[src/rtl/ubvcska_share_arb.sv]
// ubvcska_share_arb: round-robin arbiter that time-shares one 15+12-bit
// carry-skip adder among NREQ requesters and returns a registered,
// index-tagged 16-bit sum over a valid/ready handshake.
module ubvcska_share_arb #(
    parameter int NREQ = 4,
    parameter int IDW  = 2
) (
    input  logic               CLK,
    input  logic               RSTn,
    input  logic [NREQ-1:0]    REQ,
    input  logic [15*NREQ-1:0] X,
    input  logic [12*NREQ-1:0] Y,
    output logic [NREQ-1:0]    GNT,
    output logic               VLD,
    output logic [15:0]        S,
    output logic [IDW-1:0]     ID,
    input  logic               RDY,
    output logic               BUSY
);

    typedef enum logic [1:0] {
        ST_IDLE,
        ST_EXEC,
        ST_HOLD
    } state_t;

    // Carry-skip block boundaries: blocks [1:0], [4:2], [9:5], [12:10], [14:13].
    localparam logic [14:0] BLK_END = 15'b101_0010_0001_0010;

    state_t          state, state_nxt;
    logic [14:0]     ox;
    logic [11:0]     oy;
    logic [IDW-1:0]  tag;
    logic [IDW-1:0]  ptr;
    logic [IDW-1:0]  ptr_inc;
    logic            vld_q;
    logic [15:0]     s_q;
    logic [IDW-1:0]  id_q;

    logic            any_req;
    logic [IDW-1:0]  sel_idx;
    logic [IDW-1:0]  cand;
    logic [14:0]     sel_x;
    logic [11:0]     sel_y;
    logic [NREQ-1:0] gnt_raw;
    logic            do_grant;

    logic [14:0]     add_a, add_b;
    logic [15:0]     add_sum;
    logic            c, c_blk, p, p_blk;

    // Round-robin pick: first set REQ scanning ptr, ptr+1, ... modulo NREQ.
    always_comb begin
        // NOTE: every comb output gets a default first so no path leaves it unassigned (no latch).
        any_req = 1'b0;
        sel_idx = '0;
        cand    = '0;
        // Scan from the far end so the candidate closest to ptr is the last write and wins.
        for (int k = NREQ - 1; k >= 0; k--) begin
            cand = IDW'((int'(ptr) + k) % NREQ);
            if (REQ[cand]) begin
                any_req = 1'b1;
                sel_idx = cand;
            end
        end
    end

    // Operand mux for the selected requester.
    always_comb begin
        sel_x = '0;
        sel_y = '0;
        for (int i = 0; i < NREQ; i++) begin
            if (sel_idx == IDW'(i)) begin
                sel_x = X[15*i +: 15];
                sel_y = Y[12*i +: 12];
            end
        end
    end

    assign ptr_inc = (int'(sel_idx) == NREQ - 1) ? '0 : sel_idx + 1'b1;

    // Next-state and grant decode; a grant is offered in IDLE or when HOLD is released.
    always_comb begin
        state_nxt = state;
        gnt_raw   = '0;
        case (state)
            ST_IDLE: begin
                if (any_req) begin
                    state_nxt        = ST_EXEC;
                    gnt_raw[sel_idx] = 1'b1;
                end
            end
            ST_EXEC: state_nxt = ST_HOLD;
            ST_HOLD: begin
                if (RDY) begin
                    if (any_req) begin
                        state_nxt        = ST_EXEC;
                        gnt_raw[sel_idx] = 1'b1;
                    end else begin
                        state_nxt = ST_IDLE;
                    end
                end
            end
            default: state_nxt = ST_IDLE;
        endcase
    end

    assign do_grant = |gnt_raw;
    assign GNT      = RSTn ? gnt_raw : '0;

    // Variable-block carry-skip adder: ripple inside a block, skip the block when all bits propagate.
    assign add_a = ox;
    assign add_b = {3'b000, oy};
    always_comb begin
        // NOTE: blocking assignments here model the carry rippling bit to bit within one evaluation.
        add_sum = '0;
        c       = 1'b0;
        c_blk   = 1'b0;
        p       = 1'b0;
        p_blk   = 1'b1;
        for (int i = 0; i < 15; i++) begin
            p          = add_a[i] ^ add_b[i];
            add_sum[i] = p ^ c;
            c          = (add_a[i] & add_b[i]) | (p & c);
            p_blk      = p_blk & p;
            if (BLK_END[i]) begin
                c     = p_blk ? c_blk : c;
                c_blk = c;
                p_blk = 1'b1;
            end
        end
        add_sum[15] = c;
    end

    // Control state, pointer and operand capture.
    always_ff @(posedge CLK or negedge RSTn) begin
        if (!RSTn) begin
            state <= ST_IDLE;
            ptr   <= '0;
            ox    <= '0;
            oy    <= '0;
            tag   <= '0;
        end else begin
            // NOTE: sequential state uses non-blocking so all registers update from pre-edge values.
            state <= state_nxt;
            if (do_grant) begin
                ox  <= sel_x;
                oy  <= sel_y;
                tag <= sel_idx;
                ptr <= ptr_inc;
            end
        end
    end

    // Result registers: load on leaving EXEC, drop valid when the consumer takes it.
    always_ff @(posedge CLK or negedge RSTn) begin
        if (!RSTn) begin
            vld_q <= 1'b0;
            s_q   <= '0;
            id_q  <= '0;
        end else if (state == ST_EXEC) begin
            vld_q <= 1'b1;
            s_q   <= add_sum;
            id_q  <= tag;
        end else if (state == ST_HOLD && RDY) begin
            vld_q <= 1'b0;
        end
    end

    assign VLD  = vld_q;
    assign S    = s_q;
    assign ID   = id_q;
    assign BUSY = (state != ST_IDLE);

endmodule
[config.mk]
export PLATFORM = sky130hd
export DESIGN_NAME = ubvcska_share_arb
export DESIGN_NICKNAME = d
export VERILOG_FILES = /design/src/rtl/ubvcska_share_arb.sv
export SDC_FILE = /design/constraint.sdc
export NUM_CORES = 1
export LEC_CHECK = 0
export ABC_AREA = 1
export CAP_MARGIN = 10
export CORE_MARGIN = 10
export CORE_UTILIZATION = 46
export CTS_BUF_LIST = sky130_fd_sc_hd__clkbuf_2
export DETAILED_ROUTE_END_ITERATION = 12
export GPL_ROUTABILITY_DRIVEN = 1
export HOLD_SLACK_MARGIN = 0.06
export MAX_ROUTING_LAYER = met4
export PLACE_DENSITY = 0.83
export SYNTH_ARGS = -nofsm -noshare
export SYNTH_HDL_FRONTEND = slang
export SYNTH_SLANG_ARGS = --single-unit
export TNS_END_PERCENT = 20
[constraint.sdc]
create_clock -name CLK -period 7.4 [get_ports CLK]
set_input_delay 1.48 -clock CLK [delete_from_list [all_inputs] [get_ports CLK]]
set_output_delay 1.48 -clock CLK [all_outputs]
set_load 0.01 [all_outputs]
==> results of run 1 <==
## per-layer routing
metal,part of all wire,GRT usage,vias to the layer above
li1,-,-,1921
met2,0.49,0.3016,153
met3,0.063,0.02301,10
met4,0.013,0.03861,0
met5,0,-,-
met1,0.44,0.2365,1675
## flip-flops by register name, indices dropped and copies added, names as in the netlist
signal,count
S,16
add_a,15
oy,12
VLD,1
ptr,2
tag,2
state,2
ID,2
## worst paths after layout
check                             end  depth (start not counted)  slack [ns]  startpoint
worst max-delay path            S[15]                         25        0.71       oy[0]
worst min-delay path             S[6]                          2        0.50        S[6]
worst min register to register   S[6]                          2        0.50        S[6]
max in group asynchronous       oy[1]                          2        5.88        RSTn
min in group asynchronous       S[10]                          2        1.10        RSTn
worst max register to register  S[15]                         25        0.71       oy[0]
## per-stage QoR
stage          std cells  instance area, µm²  hold WS [ns]    util
4_1_cts              748                5114        0.5083  0.6618
2_1_floorplan        525                3641        0.4459       -
6_report             748                5114        0.5035  0.6618
5_1_grt              748                5114        0.5346  0.6618
3_5_place_dp         740                5046        0.4577  0.6530
3_3_place_gp         740                5046        0.4533  0.6530
## power groups by stage
stage	registers (W)	clock network, W	logic, W
2_1_floorplan	0.000550	0	0.00141
5_1_grt	0.000572	0.000160	0.00222
3_5_place_dp	0.000560	0	0.00191
3_3_place_gp	0.000552	0	0.00185
6_report	0.000552	0.000144	0.00191
4_1_cts	0.000553	0.000147	0.00192
## placed cells by master (no fill, tap or decap)
master,count
fa_1,11
inv_2,2
dfrtp_1,52
o21ai_0,62
nand2_1,233
bufinv_16,1
o21ai_1,3
a31oi_1,1
and2_1,2
nand3_1,37
buf_4,6
ha_1,19
nand4_1,1
nor4_1,4
inv_1,24
nor2_1,11
nand2_2,1
or2_2,1
clkbuf_2,5
clkinv_4,1
clkdlybuf4s50_1,137
inv_4,1
clkinv_1,1
buf_2,1
a21oi_1,29
## logic make-up (layout without fill, tap and decap cells)
family / after synthesis / after routing / synth area share
AND/OR/NAND/NOR: 290 / 290 / 0.3179
adder cells (fa/ha/maj): 30 / 30 / 0.1258
flip-flops: 52 / 52 / 0.3574
AO/OA/AOI/OAI: 95 / 95 / 0.1309
buffers and inverters: 58 / 179 / 0.06804
## area by class of cell
class	count	area, µm²	share of cell area
clock buffers	5	25.02	0.004894
repair buffers	144	1421	0.2780
clock inverters	3	42.54	0.008319
inverters	27	103.9	0.02031
well taps	102	127.6	0.02496
flip-flops and latches	52	1301	0.2545
multi-input cells	415	2092	0.4091
## critical path, stage by stage (launching register included)
cell	delay, ns
dfrtp_1	0.44
ha_1	0.21
fa_1	0.35
nand2_1	0.09
inv_1	0.05
fa_1	0.37
fa_1	0.39
fa_1	0.36
nand2_1	0.07
o21ai_0	0.15
fa_1	0.42
fa_1	0.39
fa_1	0.39
fa_1	0.39
fa_1	0.37
o21ai_0	0.12
nand2_1	0.10
fa_1	0.38
fa_1	0.38
ha_1	0.18
or2_2	0.29
and2_1	0.16
ha_1	0.17
ha_1	0.17
a21oi_1	0.13
a21oi_1	0.09
==> results.md, run 1 <==
* Status: complete, no violations
* Peak supply drop at 0.3602 mV
* Synth top area cells: dfrtp_1 36%, nand2_1 24%, o21ai_0 8.5%, ha_1 6.5%, fa_1 6.0%
* Ys async rst share at 1.000
* Leakage power at 2.512 nW
* Setup Fix Bufs, Post-CTS at 0
* CP required at 7.77 ns
* Final period util at 0.9037
* Via Count at 3,759
* Synth warn at 0
* Max_cap viols at 0
* Sw Pwr at 0.001427 W
* Violation count after the first detailed-route iteration at 237
* WP data arrival at 7.06 ns
* Core region area at 0.007727 mm²
* Post-Syn Area per Cell at 6.935 µm²
* CP Launch Type: flip-flop
* Post-CTS sizing at 0
* Final Max Slew Viols at 0
* Register area share after synthesis at 0.3574
* Share of the synthesized area in the top cell type at 0.3574
* Initial core utilization at 0.4712
* Die W at 109.0 µm
* FF+latch count, synth at 52
* Post-synth EDFFs at 0
* Syn Std Cell Area at 0.003641 mm²
* Number of port buffers at 138
* Crit path max fanout at 2
* Internal power at 0.001184 W
* GP Congestion at 0.8892
* DR WL/cell at 14.40 µm
* CTS Hold Buffers Added at 0
* Nets at 790
* Filler cell count at 647
* Final antenna-violating net count at 0
* Final WS setup at 0.7124 ns
* Initial antenna violation count at 0
* Post-layout minimum cycle time at 6.688 ns
* Area growth, synth to finish at 40.45%
* Share of cells above drive strength 1 at 0.02941
* Die H at 109.0 µm
* Gate power share at 0.733
* Pre-antenna DRT Iters at 5
* Pwr Total at 0.002611 W
* Post-detail-place hpwl at 8.942 mm
* Post-route setup TNS at 0 ns
* Skew final at 0.01885 ns
* Main flop type after synthesis: dfrtp_1
* ANT cells at 0
* Remaining DRCs at 0
* I/O pin count at 139
* Final-report setup violation count at 0
* Largest net degree at the start of global routing at 56
* Cell area power density at 510.5 mW/mm²
* Mapped Cells at 525
* Count leader, synth: nand2_1
* Setup CP Type: flip-flop to flip-flop
* Crit end category: flip-flop
* Synth cell types at 23
* Slew @ Worst Pin at 1.001 ns
* Max Buffers Root-to-Sink at 2
* Clock root buffer: clkbuf_2
* # rows at 32
* Global route overflow at 0
* Clock sink count at 52
* Clock Latency Late Sink at 0.44 ns
* Top post-synthesis cells by count: 233 x nand2_1, 62 x o21ai_0, 52 x dfrtp_1, 37 x nand3_1, 29 x a21oi_1
* Final wirelength at 10.77 mm
* Final hold violations at 0
* Clock share of power at 0.055
* Worst slack at placement at 0.6880 ns
* Seq pwr share at 0.211
* Die area at 0.01187 mm²
* First-pass GRT wire length at 17.38 mm
* Clock transition at path regs at 0.26 ns
* TritonCTS Buffers at 5
* Yosys top cell by area: dfrtp_1
* RSZ-0062 raised after global routing: no
* F_max at 0.1495 GHz
* Number of global-route vias before repair at 3,755
* Switching power share of the total at 0.5466
* Total GRT Usage at 0.1833
* CTS tree: done
* H-tree lvl count at 2
* Syn_nets at 670
* Hold WC Path Type: flip-flop to flip-flop
* Drt via density at 5.025
* Slew HR at 0.3305
No activity file was read; power rests on OpenSTA's default activity.
==> run 2, diff against run 1 <==
--- a/config.mk
+++ b/config.mk
@@ -8,13 +8,12 @@
 export ABC_AREA = 1
 export CAP_MARGIN = 10
 export CORE_MARGIN = 10
-export CORE_UTILIZATION = 46
-export CTS_BUF_LIST = sky130_fd_sc_hd__clkbuf_2
+export CORE_UTILIZATION = 45
 export DETAILED_ROUTE_END_ITERATION = 12
 export GPL_ROUTABILITY_DRIVEN = 1
 export HOLD_SLACK_MARGIN = 0.06
 export MAX_ROUTING_LAYER = met4
-export PLACE_DENSITY = 0.83
+export PLACE_DENSITY = 0.82
 export SYNTH_ARGS = -nofsm -noshare
 export SYNTH_HDL_FRONTEND = slang
 export SYNTH_SLANG_ARGS = --single-unit
==> run 2 against run 1 <==
Compared with the run above:
- worst hold slack got worse by 0.025 ns
- critical path depth unchanged
- clock-buffer cell count unchanged
- sequential share of layout area shrank 0.30 points
==> results.md, run 2 (synthesis gave the netlist of run 1 again) <==
* Status: complete, no violations
* Crit path max fanout at 2 (unchanged)
* # rows at 32 (unchanged)
* Final Max Slew Viols at 0 (unchanged)
* I/O pin count at 139 (unchanged)
* CP Launch Type: flip-flop
* R2R Path Start: oy[0]
* Share of cells above drive strength 1 at 0.02946 (+0.00004560)
* Number of global-route vias before repair at 3,716 (-1.0%)
* Slew @ Worst Pin at 0.9997 ns (-0.0008854 ns)
* Post-layout minimum cycle time at 6.827 ns (+0.1394 ns)
* Post-route setup TNS at 0 ns (unchanged)
* ANT cells at 0 (unchanged)
* Via Count at 3,741 (-0.48%)
* GP Congestion at 0.8307 (-6.6%)
* Post-CTS sizing at 0 (unchanged)
* Global route overflow at 0 (unchanged)
* Area growth, synth to finish at 42.13%
* Final wirelength at 11.11 mm (+3.1%)
* Max FFs per register at 16 (unchanged)
* WP data arrival at 7.02 ns (-0.04 ns)
* Skew final at 0.009056 ns (-0.009796 ns)
* Drt via density at 5.008 (-0.35%)
* Final period util at 0.9226 (+0.01884)
* Initial antenna violation count at 0 (unchanged)
* Hold EP: S[5]
* FF-to-FF setup slack at 0.57 ns (-0.14 ns)
* Worst Reg-to-Reg Cells at 25 (unchanged)
* Post-route design area at 0.005175 mm² (+1.2%)
* CTS tree: done
* RSZ-0062 raised after global routing: no
* Final antenna-violating net count at 0 (unchanged)
* Crit end category: flip-flop
* CTS Hold Buffers Added at 0 (unchanged)
* Leakage power at 2.536 nW (+0.94%)
* First-pass GRT wire length at 17.42 mm (+0.20%)
* Final hold violations at 0 (unchanged)
* Clock sink count at 52 (unchanged)
* Die H at 110.0 µm (+0.90%)
* Final WS setup at 0.5730 ns (-0.1394 ns)
* Internal power at 0.001266 W (+7.0%)
* Largest net degree at the start of global routing at 56 (unchanged)
* Post-detail-place hpwl at 9.073 mm (+1.5%)
* H-tree lvl count at 2 (unchanged)
* Slowest cell on crit path: fa_1
* Sw Pwr at 0.001432 W (+0.33%)
* Switching power share of the total at 0.5307 (-0.01588)
* Nets at 790 (unchanged)
* Pre-antenna DRT Iters at 4 (-1)
* Seq pwr share at 0.205 (-0.006)
* Cell area power density at 521.3 mW/mm² (+2.1%)
* Core region area at 0.007807 mm² (+1.0%)
* Setup crit start: oy[0]
* Commonest non-fill, non-tap cells in the layout: 233 x nand2_1, 137 x clkdlybuf4s50_1, 62 x o21ai_0
* Worst hold slack at 0.4785 ns (-0.02504 ns)
* Clock root buffer: clkbuf_8
* Number of port buffers at 138 (unchanged)
* Gate power share at 0.714 (-0.019)
* Initial core utilization at 0.4663 (-0.004833)
* Total GRT Usage at 0.1856 (+0.002333)
* Hold WC Path Type: flip-flop to flip-flop
* Remaining DRCs at 0 (unchanged)
* F_max at 0.1465 GHz (-2.0%)
* Min-Delay Startpoint: S[5]
* Violation count after the first detailed-route iteration at 203 (-14%)
* Max_cap viols at 0 (unchanged)
* CP most frequent cell: fa_1
* Max stage delay on crit path at 0.42 ns (-0.02 ns)
* Die W at 110.0 µm (+0.90%)
* Slew HR at 0.3311 (+0.0005920)
* Setup Fix Bufs, Post-CTS at 0 (unchanged)
* Final-report setup violation count at 0 (unchanged)
* Worst slack at placement at 0.5795 ns (-0.1085 ns)
* Filler cell count at 665 (+2.8%)
* CP required at 7.59 ns (-0.18 ns)
* TritonCTS Buffers at 5 (unchanged)
* Die area at 0.01209 mm² (+1.8%)
* DR WL/cell at 14.87 µm (+3.2%)
* Worst Hold Depth at 2 (unchanged)
* DP Area at 0.005046 mm² (unchanged)
* Clock share of power at 0.082 (+0.027)
* R2r endpoint: S[15]
* Clock Latency Late Sink at 0.30 ns (-0.14 ns)
* Peak supply drop at 0.3181 mV (-12%)
* Setup CP Type: flip-flop to flip-flop
* Clock transition at path regs at 0.09 ns (-0.17 ns)
* Max Buffers Root-to-Sink at 2 (unchanged)
* Commonest non-fill, non-tap cell in the layout: nand2_1
[run 2: cell count changes in the layout (fill, tap and decap cells not counted), sizes merged]
cell / before / now
clkinv: 2 / 0
bufinv: 1 / 2
[run 2: per-layer routing]
layer,GRT usage,part of all wire,wire (µm)
met1,0.2306,0.45,4987
met2,0.3057,0.48,5349
met3,0.03394,0.056,618
met4,0.04461,0.014,151
met5,-,0,0
[run 2: worst max path at each step]
stage | to | slack [ns] | depth (start not counted)
global placement | S[15] | 0.82 | 25
floorplan | S[15] | 1.03 | 25
detailed placement | S[15] | 0.58 | 25
finish | S[15] | 0.57 | 25
global route | S[15] | 0.25 | 25
CTS | S[15] | 0.57 | 25
[run 2: power by group through the flow]
stage	registers [W]	logic, W	clock network, W
finish	0.000552	0.00193	0.000220
CTS	0.000553	0.00193	0.000224
global placement	0.000552	0.00185	0
floorplan	0.000550	0.00141	0
detailed placement	0.000558	0.00191	0
global route	0.000570	0.00222	0.000238
[run 2: area by class of cell]
class	count	area, µm²	area share
flip-flops and latches	52	1301	0.2515
clock buffers	5	68.82	0.01330
clock inverters	2	60.06	0.01161
inverters	27	103.9	0.02007
multi-input cells	415	2092	0.4043
repair buffers	144	1421	0.2747
well taps	102	127.6	0.02466
[run 2: per-stage QoR]
| stage | instances | power (W) | util |
|---|---|---|---|
| after global routing | 747 | 0.003028 | 0.6628 |
| after global placement | 740 | 0.002398 | 0.6463 |
| after CTS | 747 | 0.002709 | 0.6628 |
| final | 747 | 0.002698 | 0.6628 |
| after floorplan | 525 | 0.001962 | - |
| after detailed placement | 740 | 0.002472 | 0.6463 |
[run 2: worst max-delay path, delay by kind of cell (launching register included)]
family / cells / cell delay (ns)
simple gates: 5 / 0.76
fa+ha+maj: 15 / 5.02
buf+inv: 1 / 0.07
compound gates: 4 / 0.48
flops: 1 / 0.39
